[src/rtl/nqueen_pkg.sv]
// Shared types and helpers for the N-queens search engine.
package nqueen_pkg;

  typedef enum logic [2:0] {
    IDLE,
    CHECK,
    PLACE,
    NEXT,
    BACKTRACK,
    EMIT,
    DONE
  } state_t;

  localparam int MAX_N = 16;

  // Row/column index width; never below one bit so N=2 still has a real index.
  function automatic int idx_w(input int n);
    return (n <= 2) ? 1 : $clog2(n);
  endfunction

endpackage

[src/rtl/nqueen_conflict_check.sv]
// Combinational attack test between two queens: same column or same diagonal.
module nqueen_conflict_check #(
  parameter int W = 3
) (
  input  logic [W-1:0] row1,
  input  logic [W-1:0] col1,
  input  logic [W-1:0] row2,
  input  logic [W-1:0] col2,
  output logic         conflict
);

  logic [W:0] row_diff;
  logic [W:0] col_diff;

  always_comb begin
    row_diff = (row1 >= row2) ? ({1'b0, row1} - {1'b0, row2}) : ({1'b0, row2} - {1'b0, row1});
    col_diff = (col1 >= col2) ? ({1'b0, col1} - {1'b0, col2}) : ({1'b0, col2} - {1'b0, col1});
    conflict = (col1 == col2) || (row_diff == col_diff);
  end

endmodule

[src/rtl/nqueen_solver.sv]
// Depth-first N-queens search streaming each solution as one-hot row beats.
// Define NQUEEN_ALL_SOLUTIONS_EN to enumerate every solution instead of stopping at the first.
module nqueen_solver
  import nqueen_pkg::*;
#(
  parameter  int N       = 8,
  parameter  int COUNT_W = 16,
  localparam int W       = idx_w(N)
) (
  input  logic               clk,
  input  logic               reset,
  input  logic               start,
  output logic               busy,
  output logic               done,
  output logic               out_valid,
  input  logic               out_ready,
  output logic [W-1:0]       out_row,
  output logic [N-1:0]       out_bus,
  output logic               out_last,
  output logic [COUNT_W-1:0] sol_count
);

  localparam logic [N-1:0] BUS_ONE  = N'(1);
  localparam logic [W-1:0] LAST_IDX = W'(N - 1);
  localparam logic [W:0]   LAST_D   = (W + 1)'(N - 1);

  state_t             state_q, state_d;
  logic [W:0]         d_q, d_d;
  logic [W-1:0]       cand_q, cand_d;
  logic [W-1:0]       k_q, k_d;
  logic [W-1:0]       b_q, b_d;
  logic [W-1:0]       col_q [N];
  logic [W-1:0]       col_d [N];
  logic               busy_q, busy_d;
  logic               done_q, done_d;
  logic               out_valid_q, out_valid_d;
  logic [W-1:0]       out_row_q, out_row_d;
  logic [N-1:0]       out_bus_q, out_bus_d;
  logic               out_last_q, out_last_d;
  logic [COUNT_W-1:0] sol_count_q, sol_count_d;

  logic [W-1:0]       d_idx;
  logic [W-1:0]       b_nxt;
  logic               conflict;

  function automatic logic [COUNT_W-1:0] sat_inc(input logic [COUNT_W-1:0] v);
    return (&v) ? v : v + 1'b1;
  endfunction

  // d never exceeds N-1 in the states that index the stack with it.
  assign d_idx = d_q[W-1:0];
  assign b_nxt = b_q + 1'b1;

  nqueen_conflict_check #(.W(W)) u_conflict (
    .row1     (d_idx),
    .col1     (cand_q),
    .row2     (k_q),
    .col2     (col_q[k_q]),
    .conflict (conflict)
  );

  always_comb begin
    state_d     = state_q;
    d_d         = d_q;
    cand_d      = cand_q;
    k_d         = k_q;
    b_d         = b_q;
    col_d       = col_q;
    busy_d      = busy_q;
    done_d      = 1'b0;
    out_valid_d = out_valid_q;
    out_row_d   = out_row_q;
    out_bus_d   = out_bus_q;
    out_last_d  = out_last_q;
    sol_count_d = sol_count_q;
    case (state_q)
      IDLE: begin
        if (start) begin
          d_d         = '0;
          cand_d      = '0;
          k_d         = '0;
          sol_count_d = '0;
          busy_d      = 1'b1;
          state_d     = CHECK;
        end
      end
      CHECK: begin
        if ({1'b0, k_q} == d_q) state_d = PLACE;
        else if (conflict)      state_d = NEXT;
        else                    k_d     = k_q + 1'b1;
      end
      PLACE: begin
        col_d[d_idx] = cand_q;
        d_d          = d_q + 1'b1;
        if (d_q == LAST_D) begin
          // Row 0 was placed in an earlier cycle, so its column is already in the stack.
          b_d         = '0;
          out_valid_d = 1'b1;
          out_row_d   = '0;
          out_bus_d   = BUS_ONE << col_q[0];
          out_last_d  = 1'b0;
          state_d     = EMIT;
        end else begin
          cand_d  = '0;
          k_d     = '0;
          state_d = CHECK;
        end
      end
      NEXT: begin
        if (cand_q == LAST_IDX) begin
          state_d = BACKTRACK;
        end else begin
          cand_d  = cand_q + 1'b1;
          k_d     = '0;
          state_d = CHECK;
        end
      end
      BACKTRACK: begin
        if (d_q == '0) begin
          done_d  = 1'b1;
          busy_d  = 1'b0;
          state_d = DONE;
        end else begin
          d_d     = d_q - 1'b1;
          cand_d  = col_q[d_idx - 1'b1];
          state_d = NEXT;
        end
      end
      EMIT: begin
        if (out_ready) begin
          if (b_q == LAST_IDX) begin
            sol_count_d = sat_inc(sol_count_q);
            out_valid_d = 1'b0;
            out_row_d   = '0;
            out_bus_d   = '0;
            out_last_d  = 1'b0;
`ifdef NQUEEN_ALL_SOLUTIONS_EN
            d_d         = LAST_D;
            cand_d      = col_q[LAST_IDX];
            state_d     = NEXT;
`else
            done_d      = 1'b1;
            busy_d      = 1'b0;
            state_d     = DONE;
`endif
          end else begin
            b_d        = b_nxt;
            out_row_d  = b_nxt;
            out_bus_d  = BUS_ONE << col_q[b_nxt];
            out_last_d = (b_nxt == LAST_IDX);
          end
        end
      end
      DONE: begin
        state_d = IDLE;
      end
      default: begin
        state_d = IDLE;
      end
    endcase
  end

  always_ff @(posedge clk or negedge reset) begin
    if (!reset) begin
      state_q     <= IDLE;
      d_q         <= '0;
      cand_q      <= '0;
      k_q         <= '0;
      b_q         <= '0;
      busy_q      <= 1'b0;
      done_q      <= 1'b0;
      out_valid_q <= 1'b0;
      out_row_q   <= '0;
      out_bus_q   <= '0;
      out_last_q  <= 1'b0;
      sol_count_q <= '0;
    end else begin
      state_q     <= state_d;
      d_q         <= d_d;
      cand_q      <= cand_d;
      k_q         <= k_d;
      b_q         <= b_d;
      busy_q      <= busy_d;
      done_q      <= done_d;
      out_valid_q <= out_valid_d;
      out_row_q   <= out_row_d;
      out_bus_q   <= out_bus_d;
      out_last_q  <= out_last_d;
      sol_count_q <= sol_count_d;
    end
  end

  // The column stack is pure data; it is always written before being read.
  always_ff @(posedge clk) begin
    col_q <= col_d;
  end

  assign busy      = busy_q;
  assign done      = done_q;
  assign out_valid = out_valid_q;
  assign out_row   = out_row_q;
  assign out_bus   = out_bus_q;
  assign out_last  = out_last_q;
  assign sol_count = sol_count_q;

endmodule
[config.mk]
export PLATFORM = sky130hd
export DESIGN_NAME = nqueen_solver
export DESIGN_NICKNAME = d
export VERILOG_FILES = /design/src/rtl/nqueen_pkg.sv /design/src/rtl/nqueen_conflict_check.sv /design/src/rtl/nqueen_solver.sv
export SDC_FILE = /design/constraint.sdc
export NUM_CORES = 1
export LEC_CHECK = 0
export CORE_UTILIZATION = 40
export DETAILED_ROUTE_END_ITERATION = 6
export PLACE_DENSITY = 0.61
export SLEW_MARGIN = 0
export SYNTH_ARGS = -nofsm -noshare
export SYNTH_HDL_FRONTEND = slang
export SYNTH_SLANG_ARGS = --single-unit
[constraint.sdc]
create_clock -name clk -period 5 [get_ports clk]
set_input_delay 0.75 -clock clk [delete_from_list [all_inputs] [get_ports clk]]
set_output_delay 0.75 -clock clk [all_outputs]
set_load 0.005 [all_outputs]
**Word-level counts from Yosys, hierarchy flattened**

Cells that the tools add are included.

- Bits in registers: 71
- Logic and storage cells: 155
- Output and inout port bits: 31
- Input bits: 4

- Add/subtract/negate cells: 11
- Magnitude comparators: 7
- Bitwise gates (word level): 4
- Mux-type cells: 66
- Reduce and logical (&&, ||, !) cells: 20
- Shift operators: 2
- Equality and inequality tests: 25

Operators with widths:

| operator | count |
|---|---|
| two-way mux 3 bit | 27 |
| two-way mux 16 bit | 4 |
| case mux 16 bit (2 select lines) | 1 |
| binary-select mux 3 bit (select 3 bit) | 3 |
| bitwise mux 24 bit | 1 |
| two-way mux 8 bit | 3 |
| != test 2 bit (second input constant) | 12 |
| case mux 3 bit (4 select lines) | 2 |
| case mux 3 bit (6 select lines) | 1 |
| adder 16 x 1 -> 16 bit (second input constant) | 1 |
| greater-or-equal comparator 4 bit (second input constant) | 4 |
| two-way mux 4 bit | 4 |
| inverter 3 -> 4 bit | 4 |
| case mux 8 bit (2 select lines) | 1 |
| AND reduction 16 bit | 1 |
| << shifter 1 x 3 -> 8 bit (first input constant) | 2 |
| subtractor 3 x 3 -> 4 bit | 4 |
| equality test 3 bit (second input constant) | 5 |
| AND reduction 5 bit | 3 |
| case mux 3 bit (2 select lines) | 2 |
| case mux 4 bit (3 select lines) | 1 |
| AND reduction 4 bit | 3 |
| two-way mux 1 bit | 11 |
| adder 3 x 1 -> 3 bit (second input constant) | 3 |
| 24 further kinds | 32 |

**Logic depth before layout (Yosys ltp)**

- Word-level depth: 11
- Gate-level depth with buffers: 17

**Modules after synthesis**

A second synthesis with hierarchy kept.

- Cell total of the unflattened synthesis: 490
- Area total of the unflattened synthesis: 4948.5 µm²

By module, submodules not included:

| module | area an instance (µm²) | cells each | seq. area each (µm²) | times used |
|---|---|---|---|---|
| nqueen_solver | 4384.2 | 421 | 1896.8 | 1 |
| nqueen_conflict_check | 564.3 | 69 | 0.0 | 1 |

**Worst setup path before layout**

Ideal clock, no wire load.

- Kind: register to register
- Start: reg k_q[1]
- End: reg k_q[2]
- Data arrival time: 3.928 ns
- Period minus slack after synthesis: 4.052 ns
- Setup time: 0.124 ns
- Buffers on the path: 1
- Setup slack: 0.948 ns
- Cell stages (with the launch flop): 18
- Cells stage by stage: dfrtp_1 -> clkbuf_1 -> mux4_2 -> nand2_1 -> and2_1 -> inv_1 -> ha_1 -> inv_1 -> fa_1 -> inv_1 -> fa_1 -> and2_1 -> a211oi_1 -> xnor2_1 -> nand2_1 -> nor4b_2 -> nor3_1 -> a211o_1

- Longest elaborated chain between the ends: 10
- Elaborated cells on any way between the ends: 23

RTL lines:

| what | RTL line | text |
|---|---|---|
| from (decl) | nqueen_solver.sv:30 | `logic [W-1:0] k_q, k_d;` |
| from (signal assigned) | nqueen_solver.sv:181 | `k_q <= k_d;` |
| inverter 3 -> 4 bit (implied by the code) | nqueen_solver.sv:58 | `.col2 (col_q[k_q]),` |
| binary-select mux 3 bit (select 3 bit) | nqueen_solver.sv:58 |  |
| two-way mux 3 bit (implied by the code) (2 in a row) | nqueen_solver.sv:58 |  |
| subtractor 3 x 3 -> 4 bit / greater-or-equal comparator 3 bit (equally long branches) | nqueen_conflict_check.sv:17 | `col_diff = (col1 >= col2) ? ({1'b0, col1} - {1'b0, col2}) : ({1'b0, col2} - {1'b0, col1});` |
| two-way mux 4 bit | nqueen_conflict_check.sv:17 |  |
| equality test 4 bit | nqueen_conflict_check.sv:18 | `conflict = (col1 == col2) \|\| (row_diff == col_diff);` |
| logical OR 1 bit | nqueen_conflict_check.sv:18 |  |
| != test 2 bit (no source line) | -- |  |
| AND reduction 6 bit (no source line) | -- |  |

Several ways; a longest one is shown, not always the timed one. The select of a mux whose other input is x is not followed.
A chain may end at the register's enable or synchronous reset.

**Final worst setup path**

Ends and elaborated chain as after synthesis.

==> flow_summary.ini <==
[min_path]
hp-start = out_bus[5]$_DFFE_PN0P_
hold_class = flip-flop to flip-flop
hold_depth = 1
min_to = out_bus[5]$_DFFE_PN0P_

[power_and_ir_drop]
ir_drop_uv = 323
leakagePower_nw = 2.15
power.density_nw_per_um2 = 628

[synth]
synthTopCellsByCount = 56 x nand2_1, 47 x dfrtp_1, 36 x nor2_1, 27 x inv_1, 24 x edfxtp_1
async_flop_share_pct = 66.2
synth_warnings = 0
syn_area_um2 = 4540
synth_top_area_share_pct = 25.9
synth_fp_nets = 468
post-synth-top-count-cell = nand2_1
ys.flop_type = dfrtp_1
ys_seq_area_share_pct = 41.8
synthCells = 434
synth-edff-count = 24
synth_top_cell_by_area = dfrtp_1
synth_seq_cells = 71
synthTopCellsByArea = dfrtp_1 26%, edfxtp_1 16%, mux4_2 8.9%
synth_cell_types = 58
syn_area_per_cell_um2 = 10.5

[grt]
grt_pass1_vias = 3430
grtUsageTotal_pct = 19.5
antenna_found_initial = 0
grt_overflow = 0
grt_pass1_wl_um = 17400
grt_max_degree = 48

[cts]
root_buffer = clkbuf_16
clk_transition_reported_paths_ns = 0.05
cts_tree = done
cts_resized = 0
holdBufCountCts = 0
cts_buffer_depth = 2
cts_buffers = 9
htreeDepth = 3
cts.sinks = 71
clk_latency_ns = 0.34
post_cts_buffers = 0

[drt]
avgViaCountPerCell = 5.60
drt_pass1_iterations = 4
via_count = 3437
drt_wl_total_um = 10500
drc_errors = 0
first_iter_violations = 212
ant_nets = 0
wire_per_inst_um = 17.1

[final_layout]
drive_above_1_share_pct = 9.07
insertedDiodeCount = 0
fin_area_um2 = 5300
syn2layout_area_growth_pct = 16.9
fin_nets = 503
instances_no_fill = 614
fillers = 1027

[critical_path]
reg2regPathDepth = 16
path_class = flip-flop to flip-flop
crit_top_cell = inv_1
reg2reg_slack_ns = 0.68
end_kind = flip-flop
r2r_start = k_q[1]$_DFFE_PN0P_
slowest_delay_ns = 0.74
cp.arrival_ns = 4.54
r2r-end = k_q[2]$_DFFE_PN0P_
critPathSlowestCell = dfrtp_1
path_cells = mux4_2 -> nand2_1 -> and2_1 -> inv_1 -> ha_1 -> inv_1 -> fa_1 -> inv_1 -> fa_1 -> and2_1 -> a211oi_1 -> xnor2_1 -> nand2_1 -> nor4b_2 -> nor3_1 -> a211o_1
cp-start-kind = flip-flop
critPathMaxFanout = 12
crit_required_ns = 5.21

[job]
timing.max_cap.violations = 0

[timing]
fin_skew_ns = 0.00913
fin_crit_ns = 4.32
tns_ns = 0
maxSlewViolCount = 0
whs_ns = 0.483
hold_viol_final = 0
slew_headroom_pct = 20.8
timing.final.crit_share_pct = 86.5
rsz0062_at_grt = false
setup_viol = 0
fmax_ghz = 0.231
tightest_slew_ns = 1.18

[place]
placed_cell_area_um2 = 5020
dpl.cell_count = 598
gp_congestion = 0.850
io_buffers = 34
dp_hpwl_um = 7760

[status]
status = finished, final reports clean

[floorplan]
die_area_um2 = 11800
io_pins = 35
initial_core_util_pct = 41.5
num_rows = 38
fp.dieW_um = 108
die_y_um = 108
core_area_um2 = 10900
[per-layer routing]
metal	track usage (%)	vias to the layer above	share of wire [%]
met5	0	-	0
met4	7.34	0	2.1
met3	3.62	21	4.7
met2	30.6	79	47
met1	26.8	1687	46
li1	-	1650	-
[registers in the layout, summed over array words and instances (netlist names)]
| register | count |
|---|---|
| b_q | 3 |
| busy | 1 |
| cand_q | 3 |
| col_q | 24 |
| d_q | 4 |
| done | 1 |
| k_q | 3 |
| out_bus | 8 |
| out_last | 1 |
| out_row | 3 |
| out_valid | 1 |
| sol_count | 16 |
| state_q | 3 |
[critical path: cells and delay by family, from the launching register on]
family,cells,cell delay (ns)
AO/OA/AOI/OAI,2,0.58
XOR/XNOR,1,0.16
adder cells (fa/ha/maj),3,0.83
buffers and inverters,3,0.19
flip-flops,1,0.74
multiplexers,1,0.58
AND/OR/NAND/NOR,6,1.14
[cell families (layout without fill, tap and decap cells)]
kind of cell / Yosys count / count (layout) / share of synthesized area, %
buffers and inverters: 41 / 81 / 3.59
AND/OR/NAND/NOR: 155 / 155 / 16.7
XOR/XNOR: 18 / 18 / 3.48
adder cells (fa/ha/maj): 30 / 30 / 9.43
AO/OA/AOI/OAI: 90 / 90 / 13.5
flip-flops: 71 / 71 / 41.8
multiplexers: 29 / 29 / 11.4
[power by group]
part	total [W]	switching, W	internal, W
clock network	0.000614	0.000228	0.000386
logic	0.00174	0.000905	0.000840
registers	0.000969	0.000220	0.000749
total	0.00333	0.00135	0.00198
[layout by cell type (no fill, tap or decap), types with 3 or more instances in the layout]
cell | Yosys | final
clkbuf_1 | 11 | 5
ha_1 | 23 | 23
o221ai_1 | 7 | 7
nand4_1 | 6 | 6
dfrtp_1 | 47 | 47
xnor2_1 | 6 | 6
fa_1 | 7 | 7
mux2_2 | 3 | 3
nand3_1 | 12 | 12
o22ai_1 | 3 | 3
mux4_2 | 18 | 18
a21oi_1 | 17 | 17
inv_1 | 27 | 27
a211oi_1 | 5 | 5
buf_4 | 0 | 4
and2_1 | 6 | 6
o21ai_0 | 20 | 20
xor2_1 | 12 | 12
nor2b_1 | 5 | 5
nand2_1 | 56 | 56
mux2i_1 | 8 | 8
clkbuf_16 | 0 | 9
clkdlybuf4s50_1 | 0 | 33
edfxtp_1 | 24 | 24
nor2_1 | 36 | 36
nor3_1 | 7 | 7
o21a_1 | 6 | 6
nand2b_1 | 10 | 10
a21o_1 | 9 | 9
and4_1 | 3 | 3
[stage by stage]
stage          setup WS, ns  utilization, %  total power [W]
6_report              0.675            48.5          0.00333
5_1_grt               0.318            48.5          0.00359
4_1_cts               0.690            48.5          0.00335
3_5_place_dp          0.699            45.9          0.00272
3_3_place_gp          0.814            45.9          0.00267
2_1_floorplan         0.948               -          0.00224
[worst max path at each step]
stage | depth (start not counted) | from | end
3_3_place_gp | 16 | k_q[1]$_DFFE_PN0P_ | k_q[2]$_DFFE_PN0P_
4_1_cts | 16 | k_q[1]$_DFFE_PN0P_ | k_q[2]$_DFFE_PN0P_
2_1_floorplan | 17 | k_q[1]$_DFFE_PN0P_ | k_q[2]$_DFFE_PN0P_
5_1_grt | 16 | k_q[1]$_DFFE_PN0P_ | k_q[2]$_DFFE_PN0P_
6_report | 16 | k_q[1]$_DFFE_PN0P_ | k_q[2]$_DFFE_PN0P_
3_5_place_dp | 16 | k_q[1]$_DFFE_PN0P_ | k_q[2]$_DFFE_PN0P_
[cell type report]
class                   count  area [µm²]  area share (%)
clock buffers              14         244            4.60
well taps                 140         175            3.31
multi-input cells         322        2480            46.8
clock inverters             2        35.0           0.661
repair buffers             38         365            6.89
inverters                  27         101            1.91
flip-flops and latches     71        1900            35.8
Power figures use the tool's default switching activity.
